$ cat src/rtl/alu_bist_driver_if.sv
// alu_bist_driver_if: stimulus/response bus between the BIST driver and the ALU under test.
//   master (BIST driver): drives ALUops, READ_Reg_1, READ_Data_2; samples ALU_Output, Branch_Output
//   slave  (ALU side)   : receives opcode/operands; returns ALU_Output, Branch_Output
interface alu_bist_driver_if;
    logic [3:0]  ALUops;
    logic [31:0] READ_Reg_1;
    logic [31:0] READ_Data_2;
    logic [31:0] ALU_Output;
    logic        Branch_Output;
    modport master (output ALUops, READ_Reg_1, READ_Data_2, input ALU_Output, Branch_Output);
    modport slave  (input ALUops, READ_Reg_1, READ_Data_2, output ALU_Output, Branch_Output);
endinterface

$ cat src/rtl/alu_bist_driver.sv
// alu_bist_driver: BIST initiator for the single-cycle ALU; LFSR operands over every opcode, MISR compaction, golden compare.
//   clk        : system clock, rising edge
//   rstn       : asynchronous active-low reset
//   start      : start pulse, honoured only in IDLE and DONE
//   busy       : high while the run is in progress
//   done       : high once the run has finished, held until the next start
//   pass       : valid with done; signature matched GOLDEN_SIG
//   signature  : current MISR value
//   alu        : master side of the ALU bus (opcode/operands out, result/branch in)
// Optional feature macro ALU_BIST_CORNER_EN: vectors 0..3 of each opcode use fixed corner
// operand pairs and the LFSRs restart from the seed for every opcode.
module alu_bist_driver #(
    parameter int          NUM_OPS        = 16,
    parameter int          VECTORS_PER_OP = 16,
    parameter logic [31:0] LFSR_SEED      = 32'hACE12345,
    parameter logic [31:0] GOLDEN_SIG     = 32'h00000000
) (
    input  logic              clk,
    input  logic              rstn,
    input  logic              start,
    output logic              busy,
    output logic              done,
    output logic              pass,
    output logic [31:0]       signature,
    alu_bist_driver_if.master alu
);
    typedef enum logic [1:0] {IDLE, RUN, DONE} state_t;

    // An all-zero LFSR would lock up, so a zero seed is replaced by 1.
    localparam logic [31:0] SEED_A   = (LFSR_SEED == 32'd0) ? 32'd1 : LFSR_SEED;
    localparam logic [31:0] SEED_B   = (~LFSR_SEED == 32'd0) ? 32'd1 : ~LFSR_SEED;
    localparam logic [4:0]  LAST_OP  = 5'(NUM_OPS - 1);
    localparam logic [15:0] LAST_VEC = 16'(VECTORS_PER_OP - 1);
`ifdef ALU_BIST_CORNER_EN
    localparam logic [31:0] START_A  = 32'h0;
    localparam logic [31:0] START_B  = 32'h0;
`else
    localparam logic [31:0] START_A  = SEED_A;
    localparam logic [31:0] START_B  = SEED_B;
`endif

    state_t      state;
    logic [31:0] lfsr_a, lfsr_b, misr;
    logic [4:0]  op, op_nx;
    logic [15:0] vec, vec_nx;
    logic [31:0] d, misr_nx, lfsr_a_nx, lfsr_b_nx, a_nx, b_nx;
    logic        last;

    function automatic logic [31:0] lfsr_step(input logic [31:0] l);
        return (l >> 1) ^ (l[0] ? 32'h80200003 : 32'h0);
    endfunction

    assign signature = misr;

    always_comb begin
        d         = alu.ALU_Output ^ {31'b0, alu.Branch_Output};
        misr_nx   = {misr[30:0], 1'b0} ^ (misr[31] ? 32'h04C11DB7 : 32'h0) ^ d;
        last      = (op == LAST_OP) && (vec == LAST_VEC);
        vec_nx    = (vec == LAST_VEC) ? 16'd0 : vec + 16'd1;
        op_nx     = (vec == LAST_VEC) ? op + 5'd1 : op;
`ifdef ALU_BIST_CORNER_EN
        // LFSRs hold through the corner vectors and restart from the seed at each new opcode.
        lfsr_a_nx = (vec == LAST_VEC) ? SEED_A : (vec < 16'd4) ? lfsr_a : lfsr_step(lfsr_a);
        lfsr_b_nx = (vec == LAST_VEC) ? SEED_B : (vec < 16'd4) ? lfsr_b : lfsr_step(lfsr_b);
        a_nx      = (vec_nx == 16'd0) ? 32'h00000000 :
                    (vec_nx == 16'd1) ? 32'hFFFFFFFF :
                    (vec_nx == 16'd2) ? 32'h80000000 :
                    (vec_nx == 16'd3) ? 32'h7FFFFFFF : lfsr_a_nx;
        b_nx      = (vec_nx == 16'd0) ? 32'h00000000 :
                    (vec_nx == 16'd1) ? 32'h00000001 :
                    (vec_nx == 16'd2) ? 32'hFFFFFFFF :
                    (vec_nx == 16'd3) ? 32'h7FFFFFFF : lfsr_b_nx;
`else
        lfsr_a_nx = lfsr_step(lfsr_a);
        lfsr_b_nx = lfsr_step(lfsr_b);
        a_nx      = lfsr_a_nx;
        b_nx      = lfsr_b_nx;
`endif
    end

    always_ff @(posedge clk or negedge rstn) begin
        if (!rstn) begin
            state           <= IDLE;
            busy            <= 1'b0;
            done            <= 1'b0;
            pass            <= 1'b0;
            lfsr_a          <= '0;
            lfsr_b          <= '0;
            misr            <= '0;
            op              <= '0;
            vec             <= '0;
            alu.ALUops      <= '0;
            alu.READ_Reg_1  <= '0;
            alu.READ_Data_2 <= '0;
        end else begin
            case (state)
                IDLE, DONE: if (start) begin
                    state           <= RUN;
                    busy            <= 1'b1;
                    done            <= 1'b0;
                    pass            <= 1'b0;
                    lfsr_a          <= SEED_A;
                    lfsr_b          <= SEED_B;
                    misr            <= '0;
                    op              <= '0;
                    vec             <= '0;
                    alu.ALUops      <= '0;
                    alu.READ_Reg_1  <= START_A;
                    alu.READ_Data_2 <= START_B;
                end
                RUN: begin
                    misr   <= misr_nx;
                    lfsr_a <= lfsr_a_nx;
                    lfsr_b <= lfsr_b_nx;
                    op     <= op_nx;
                    vec    <= vec_nx;
                    if (last) begin
                        state           <= DONE;
                        busy            <= 1'b0;
                        done            <= 1'b1;
                        pass            <= (misr_nx == GOLDEN_SIG);
                        alu.ALUops      <= '0;
                        alu.READ_Reg_1  <= '0;
                        alu.READ_Data_2 <= '0;
                    end else begin
                        alu.ALUops      <= op_nx[3:0];
                        alu.READ_Reg_1  <= a_nx;
                        alu.READ_Data_2 <= b_nx;
                    end
                end
                default: state <= IDLE;
            endcase
        end
    end
endmodule
$ cat src/flat_wrapper.sv
// flat-port wrapper written by rule: the top's interface ports become plain ports
module alu_bist_driver_flat 
#(
    parameter int          NUM_OPS        = 16,
    parameter int          VECTORS_PER_OP = 16,
    parameter logic [31:0] LFSR_SEED      = 32'hACE12345,
    parameter logic [31:0] GOLDEN_SIG     = 32'h00000000
)
  (clk, rstn, start, busy, done, pass, signature, alu_ALUops, alu_READ_Reg_1, alu_READ_Data_2, alu_ALU_Output, alu_Branch_Output);
  alu_bist_driver_if alu_i ();
  input  logic clk;
  input  logic rstn;
  input  logic start;
  output logic busy;
  output logic done;
  output logic pass;
  output logic [31:0] signature;
  output wire logic [$bits(alu_i.ALUops)-1:0] alu_ALUops;
  output wire logic [$bits(alu_i.READ_Reg_1)-1:0] alu_READ_Reg_1;
  output wire logic [$bits(alu_i.READ_Data_2)-1:0] alu_READ_Data_2;
  input wire logic [$bits(alu_i.ALU_Output)-1:0] alu_ALU_Output;
  input wire logic [$bits(alu_i.Branch_Output)-1:0] alu_Branch_Output;
  assign alu_ALUops = alu_i.ALUops;
  assign alu_READ_Reg_1 = alu_i.READ_Reg_1;
  assign alu_READ_Data_2 = alu_i.READ_Data_2;
  assign alu_i.ALU_Output = alu_ALU_Output;
  assign alu_i.Branch_Output = alu_Branch_Output;
  alu_bist_driver #(.NUM_OPS(NUM_OPS), .VECTORS_PER_OP(VECTORS_PER_OP), .LFSR_SEED(LFSR_SEED), .GOLDEN_SIG(GOLDEN_SIG)) u_core (.clk(clk), .rstn(rstn), .start(start), .busy(busy), .done(done), .pass(pass), .signature(signature), .alu(alu_i));
endmodule
$ cat config.mk
export PLATFORM = sky130hd
export DESIGN_NAME = alu_bist_driver_flat
export DESIGN_NICKNAME = d
export VERILOG_FILES = /design/src/rtl/alu_bist_driver_if.sv /design/src/rtl/alu_bist_driver.sv /design/src/flat_wrapper.sv
export SDC_FILE = /design/constraint.sdc
export NUM_CORES = 1
export LEC_CHECK = 0
export BUFFER_PORTS_ARGS = -buffer_cell sky130_fd_sc_hd__buf_2
export CAP_MARGIN = 40
export CORE_MARGIN = 5
export CORE_UTILIZATION = 45
export DETAILED_ROUTE_END_ITERATION = 10
export GPL_ROUTABILITY_DRIVEN = 0
export PLACE_DENSITY_LB_ADDON = 0.12
export SYNTH_ARGS = -nofsm -noshare
export SYNTH_HDL_FRONTEND = slang
export SYNTH_SLANG_ARGS = --single-unit
$ cat constraint.sdc
create_clock -name clk -period 2 [get_ports clk]
set_input_delay 0.4 -clock clk [delete_from_list [all_inputs] [get_ports clk]]
set_output_delay 0.4 -clock clk [all_outputs]
set_load 0.01 [all_outputs]
=== Word-level counts from Yosys, hierarchy flattened ===
Cells that the tools add are included.

* $add $sub $neg: 2
* Equality and inequality tests: 7
* Muxes and demuxes: 33
* Reduce and logical (&&, ||, !) cells: 9
* Bitwise operators: 5

{| class="wikitable"
|+ Operator list
! cell !! count
|-
| $pmux W32 S2 || 5
|-
| $mux W32 || 7
|-
| $xor A31 B32 Y32 || 2
|-
| $xor A32 B32 Y32 || 2
|-
| $logic_not A32 Y1 || 1
|-
| $mux W16 || 2
|-
| $pmux W16 S2 || 1
|-
| $xor A32 B1 Y32 || 1
|-
| $mux W27 || 1
|-
| $add A16 B1 Y16 const B || 1
|-
| $eq A16 B4 Y1 const B || 1
|-
| $mux W5 || 2
|-
| $pmux W5 S2 || 1
|-
| $mux W4 || 2
|-
| $pmux W4 S2 || 1
|-
| $pmux W1 S2 || 3
|-
| $reduce_and A3 Y1 || 2
|-
| $add A5 B1 Y5 const B || 1
|-
| $eq A5 B4 Y1 const B || 1
|-
| $mux W1 || 5
|-
| $mux W2 || 2
|-
| $ne A2 B1 Y1 const B || 2
|-
| $pmux W2 S2 || 1
|-
| $reduce_and A2 Y1 || 2
|-
| 7 further kinds || 7
|}

* Flip-flop bits (word level): 190

=== Logic depth before layout (Yosys ltp) ===
* Depth in word-level cells: 6
* Depth in mapped cells: 7
* Mapped depth without buffers: 6

=== Least setup slack after synthesis ===
No wires, ideal clock.

* Kind: register to register
* Start point: register u_core.vec[6]
* End point: register u_core.pass
* Period minus slack after synthesis: 2.147 ns
* Library setup time: 0.120 ns
* Slack: -0.147 ns
* Arrival time: 2.028 ns
* Cell stages (with the launch flop): 7
* Cells stage by stage: dfrtp_1 -> or4_4 -> nor4_4 -> a21oi_2 -> buf_2 -> o21a_1 -> a31o_1

* Word-level cells in the longest chain between the ends: 4

{| class="wikitable"
|+ Ends and longest elaborated chain
! item !! line !! source
|-
| start, declared || alu_bist_driver.sv:45 || <nowiki>logic [15:0] vec, vec_nx;</nowiki>
|-
| start signal, assigned || alu_bist_driver.sv:116 || <nowiki>vec <= vec_nx;</nowiki>
|-
| $eq A16 B4 Y1 || alu_bist_driver.sv:58 || <nowiki>last = (op == LAST_OP) && (vec == LAST_VEC);</nowiki>
|-
| $logic_and A1 B1 Y1 || alu_bist_driver.sv:58 ||
|-
| $ne A2 B1 Y1 (no line) || -- ||
|-
| $reduce_and A3 Y1 (no line) || -- ||
|-
| end signal, assigned || alu_bist_driver.sv:121 || <nowiki>pass <= (misr_nx == GOLDEN_SIG);</nowiki>
|-
| end, declared || alu_bist_driver.sv:23 || <nowiki>output logic pass,</nowiki>
|}

Every way passes these cells.
A chain may end at the register's enable or synchronous reset.

=== Worst setup path in the final report ===
* Start point: register u_core.vec[5]
* End point: register u_core.alu.READ_Reg_1[10]

* Word-level cells in the longest chain between the ends: 4

{| class="wikitable"
|+ Ends and longest elaborated chain
! item !! line !! source
|-
| $eq A16 B4 Y1 || alu_bist_driver.sv:58 ||
|-
| $logic_and A1 B1 Y1 || alu_bist_driver.sv:58 ||
|-
| $mux W32 || alu_bist_driver.sv:117 || <nowiki>if (last) begin</nowiki>
|-
| $pmux W32 S2 || alu_bist_driver.sv:96 || <nowiki>case (state)</nowiki>
|-
| end signal, assigned || alu_bist_driver.sv:127 || <nowiki>alu.READ_Reg_1 <= a_nx;</nowiki>
|-
| end, declared || alu_bist_driver_if.sv:10 || <nowiki>modport master (output ALUops, READ_Reg_1, READ_Data_2, input ALU_Output, Branch_Output);</nowiki>
|}

Every way passes these cells.

==> reports/results.txt <==
crit share post-route -> 103%
peak supply drop -> 0.633 mV
final setup fails -> 58
Cell variety after synth -> 46
Pint -> 6.89 mW
Synth Area per Inst -> 11.0 um2
crit path max fanout -> 13
first-pass GRT wire length -> 32000 um
Inserted Diodes -> 0
htree depth -> 4
f_max -> 484 MHz
Slew @ Worst Pin -> 0.621 ns
CTS sink count -> 190
GRT Util Overall -> 19.8%
vias -> 6120
post-detail-place hpwl -> 13000 um
Comb power frac -> 20.4%
top cells by area, synth -> dfrtp_1 (61%), a22o_1 (8.7%), nand2_1 (5.8%)
Area Overhead vs Synth -> 27.9%
Mapped Cells -> 715
height of the die -> 142 um
max_cap viols -> 0
synthesized net count -> 754
flops & latches, synth -> 190
switching pwr -> 2.82 mW
antenna violations before repair -> 0
crit path cell chain -> or4_4 > nor4_4 > buf_4 > a21oi_4 > buf_4 > a22o_1
Sequential Power Share -> 46.5%
WP buf/inv -> 2
run status -> complete, but fails checks
Filler cells -> 1476
Avg Vias per Cell -> 5.46
most common cell in the netlist -> dfrtp_1
number of hold violations in the final report -> 0
post-synthesis async set-or-reset flop share -> 100%
antenna-violating nets left -> 0
CP Class -> reg2reg
# rows -> 48
Floorplan Core Area -> 17200 um2
CTS tree -> done
clock root buffer -> clkbuf_16
DRT iter0 DRCs -> 385
clk buf depth -> 2
Post-synth top flop -> dfrtp_1
post-synthesis sequential area ratio -> 60.5%
slowest stage cell, crit path -> or4_4
Synthesis Warnings -> 0
Synth top cells by count -> dfrtp_1 (190), nand2_1 (122), a22o_1 (78)
final slew viol count -> 0
number of synthesized flops with an enable pin -> 0
worst skew pair latency -> 0.43 ns
synthesized cell area -> 7860 um2
pin count of the biggest net entering global routing -> 101
Die Area -> 20200 um2
clock share of power -> 33.1%
Leakage -> 4.63 nW
sw frac -> 29.0%
pwr dens -> 967 nW/um2
Nets -> 924
WL/cell -> 17.9 um
CP arrival -> 2.38 ns
Starting Density -> 45.6%
Setup Skew -> 0.00823 ns
setup slack after layout -> -0.0668 ns
failing checks -> setup timing
Hold WS -> 0.313 ns
num ports -> 139
DR pass1 iterations -> 5
share of layout cells above drive strength 1 -> 30.5%
CTS buffer count -> 17
wirelength, routed -> 20100 um
Startpoint Class -> flip-flop
Setup crit end kind -> flip-flop
clock transition at the registers of the reported paths -> 0.07 ns
worst hold-check path type -> in2reg
die width -> 142 um
DRC viols -> 0
Final min period -> 2.07 ns
RSZ-0062 raised after global routing -> true
GRT Residual Overflow -> 0
CP delay by family, top -> simple AND/OR/NAND/NOR gates
setup tns final -> -1.85 ns
Crit path top cell by count -> buf_4
Synth area leader -> dfrtp_1
slew margin rel. -> 58.3%
Worst Path Required -> 2.31 ns
max incr delay on CP -> 0.55 ns
port bufs -> 138
vias in the first global route -> 6075
post-synth top area share -> 60.5%
[worst paths after layout]
check,to,cells past startpoint,slack [ns],start
setup / recovery,u_core.alu.READ_Reg_1[10],6,-0.07,u_core.vec[5]
hold / removal,u_core.state[1],3,0.31,start
setup reg to reg,u_core.alu.READ_Reg_1[10],6,-0.07,u_core.vec[5]
hold reg to reg,u_core.alu.READ_Reg_1[26],2,0.48,u_core.alu.READ_Reg_1[26]
max in group asynchronous,u_core.alu.READ_Data_2[21],3,0.85,rstn
min in group asynchronous,u_core.signature[9],2,0.50,rstn
[routing by layer]
layer / share of wire (%) / global-route usage (%)
met5: 0 / 0
met2: 48 / 31.2
met4: 1.4 / 5.30
met3: 5.1 / 4.60
met1: 45 / 27.7
[worst min-delay path, cell delays in order]
cell    delay, ns
buf_2        0.12
nor2_1       0.08
a21o_1       0.11
[power by group through the flow]
stage          clock, mW  sequential, mW  combinational, mW
6_report            3.21            4.52               1.98
5_1_grt             3.44            4.57               2.16
4_1_cts             3.26            4.52               2.01
3_5_place_dp           0            4.59               1.98
3_3_place_gp           0            4.58               1.96
2_1_floorplan          0            4.71              0.973
[stage by stage]
step	total power, mW	worst slack [ns]	instances	cell area, um2	utilization [%]
floorplan	5.68	-0.128	715	7880	-
global placement	6.53	-0.0606	1080	9170	53.2
detailed placement	6.57	-0.0964	1080	9170	53.2
CTS	9.79	-0.0894	1111	9760	56.6
global route	10.2	-0.175	1121	10000	58.3
finish	9.71	-0.0668	1121	10000	58.3
[area by class of cell]
| type | instances | area (um2) | share of cell area (%) |
|---|---|---|---|
| repair buffers | 199 | 1360 | 13.5 |
| clock inverters | 9 | 86.3 | 0.859 |
| clock buffers | 21 | 460 | 4.58 |
| inverters | 6 | 22.5 | 0.224 |
| multi-input cells | 471 | 3080 | 30.7 |
| well taps | 225 | 282 | 2.80 |
| flip-flops and latches | 190 | 4750 | 47.3 |
[logic make-up (layout without fill, tap and decap cells)]
| group | Yosys count | in the layout | share of synthesized area, % |
|---|---|---|---|
| flip-flops | 190 | 190 | 60.5 |
| adder cells (fa/ha/maj) | 3 | 3 | 0.478 |
| XOR/XNOR | 56 | 56 | 6.24 |
| AO/OA/AOI/OAI | 219 | 219 | 18.7 |
| buffers and inverters | 54 | 235 | 2.69 |
| multiplexers | 1 | 1 | 0.127 |
| AND/OR/NAND/NOR | 192 | 192 | 11.2 |
[sequential cells by signal, indices dropped and copies added (netlist names)]
signal,flops
u_core.vec,16
u_core.alu.READ_Reg_1,32
u_core.lfsr_a,32
u_core.lfsr_b,32
u_core.alu.READ_Data_2,32
u_core.state,2
u_core.done,1
u_core.op,5
u_core.signature,32
u_core.busy,1
u_core.pass,1
u_core.alu.ALUops,4
[cells in the final DEF (no fill, tap or decap), types with 5 or more instances in the layout]
cell       netlist  routed
a21o_1           5       5
a21oi_1         37      34
a22o_1          78      78
buf_12           0      12
buf_2            3     137
buf_4            1      42
clkbuf_16        0      19
dfrtp_1        190     190
inv_1            6       6
nand2_1        122     120
nand3_1         10      10
nand4_1          6       6
nor2_1          19      16
nor3_1           6       6
o21ai_0         73      32
o21ai_1          4      17
o21ai_2          0      27
o22a_1           5       5
xnor2_1         26      26
xor2_1          30      29
[what timing repair did]
| item | in CTS | in global routing |
|---|---|---|
| buffers inserted | 0 | 7 |
| endpoints found under the hold margin | 45 | 0 |
| gates resized for setup | 20 | 67 |
| setup endpoints to repair | 56 | 92 |
| gates cloned | 0 | 3 |
| hold buffers | 1 | 0 |
| pin swaps | 2 | 24 |
Note: power is estimated with default switching activity, not from simulation.
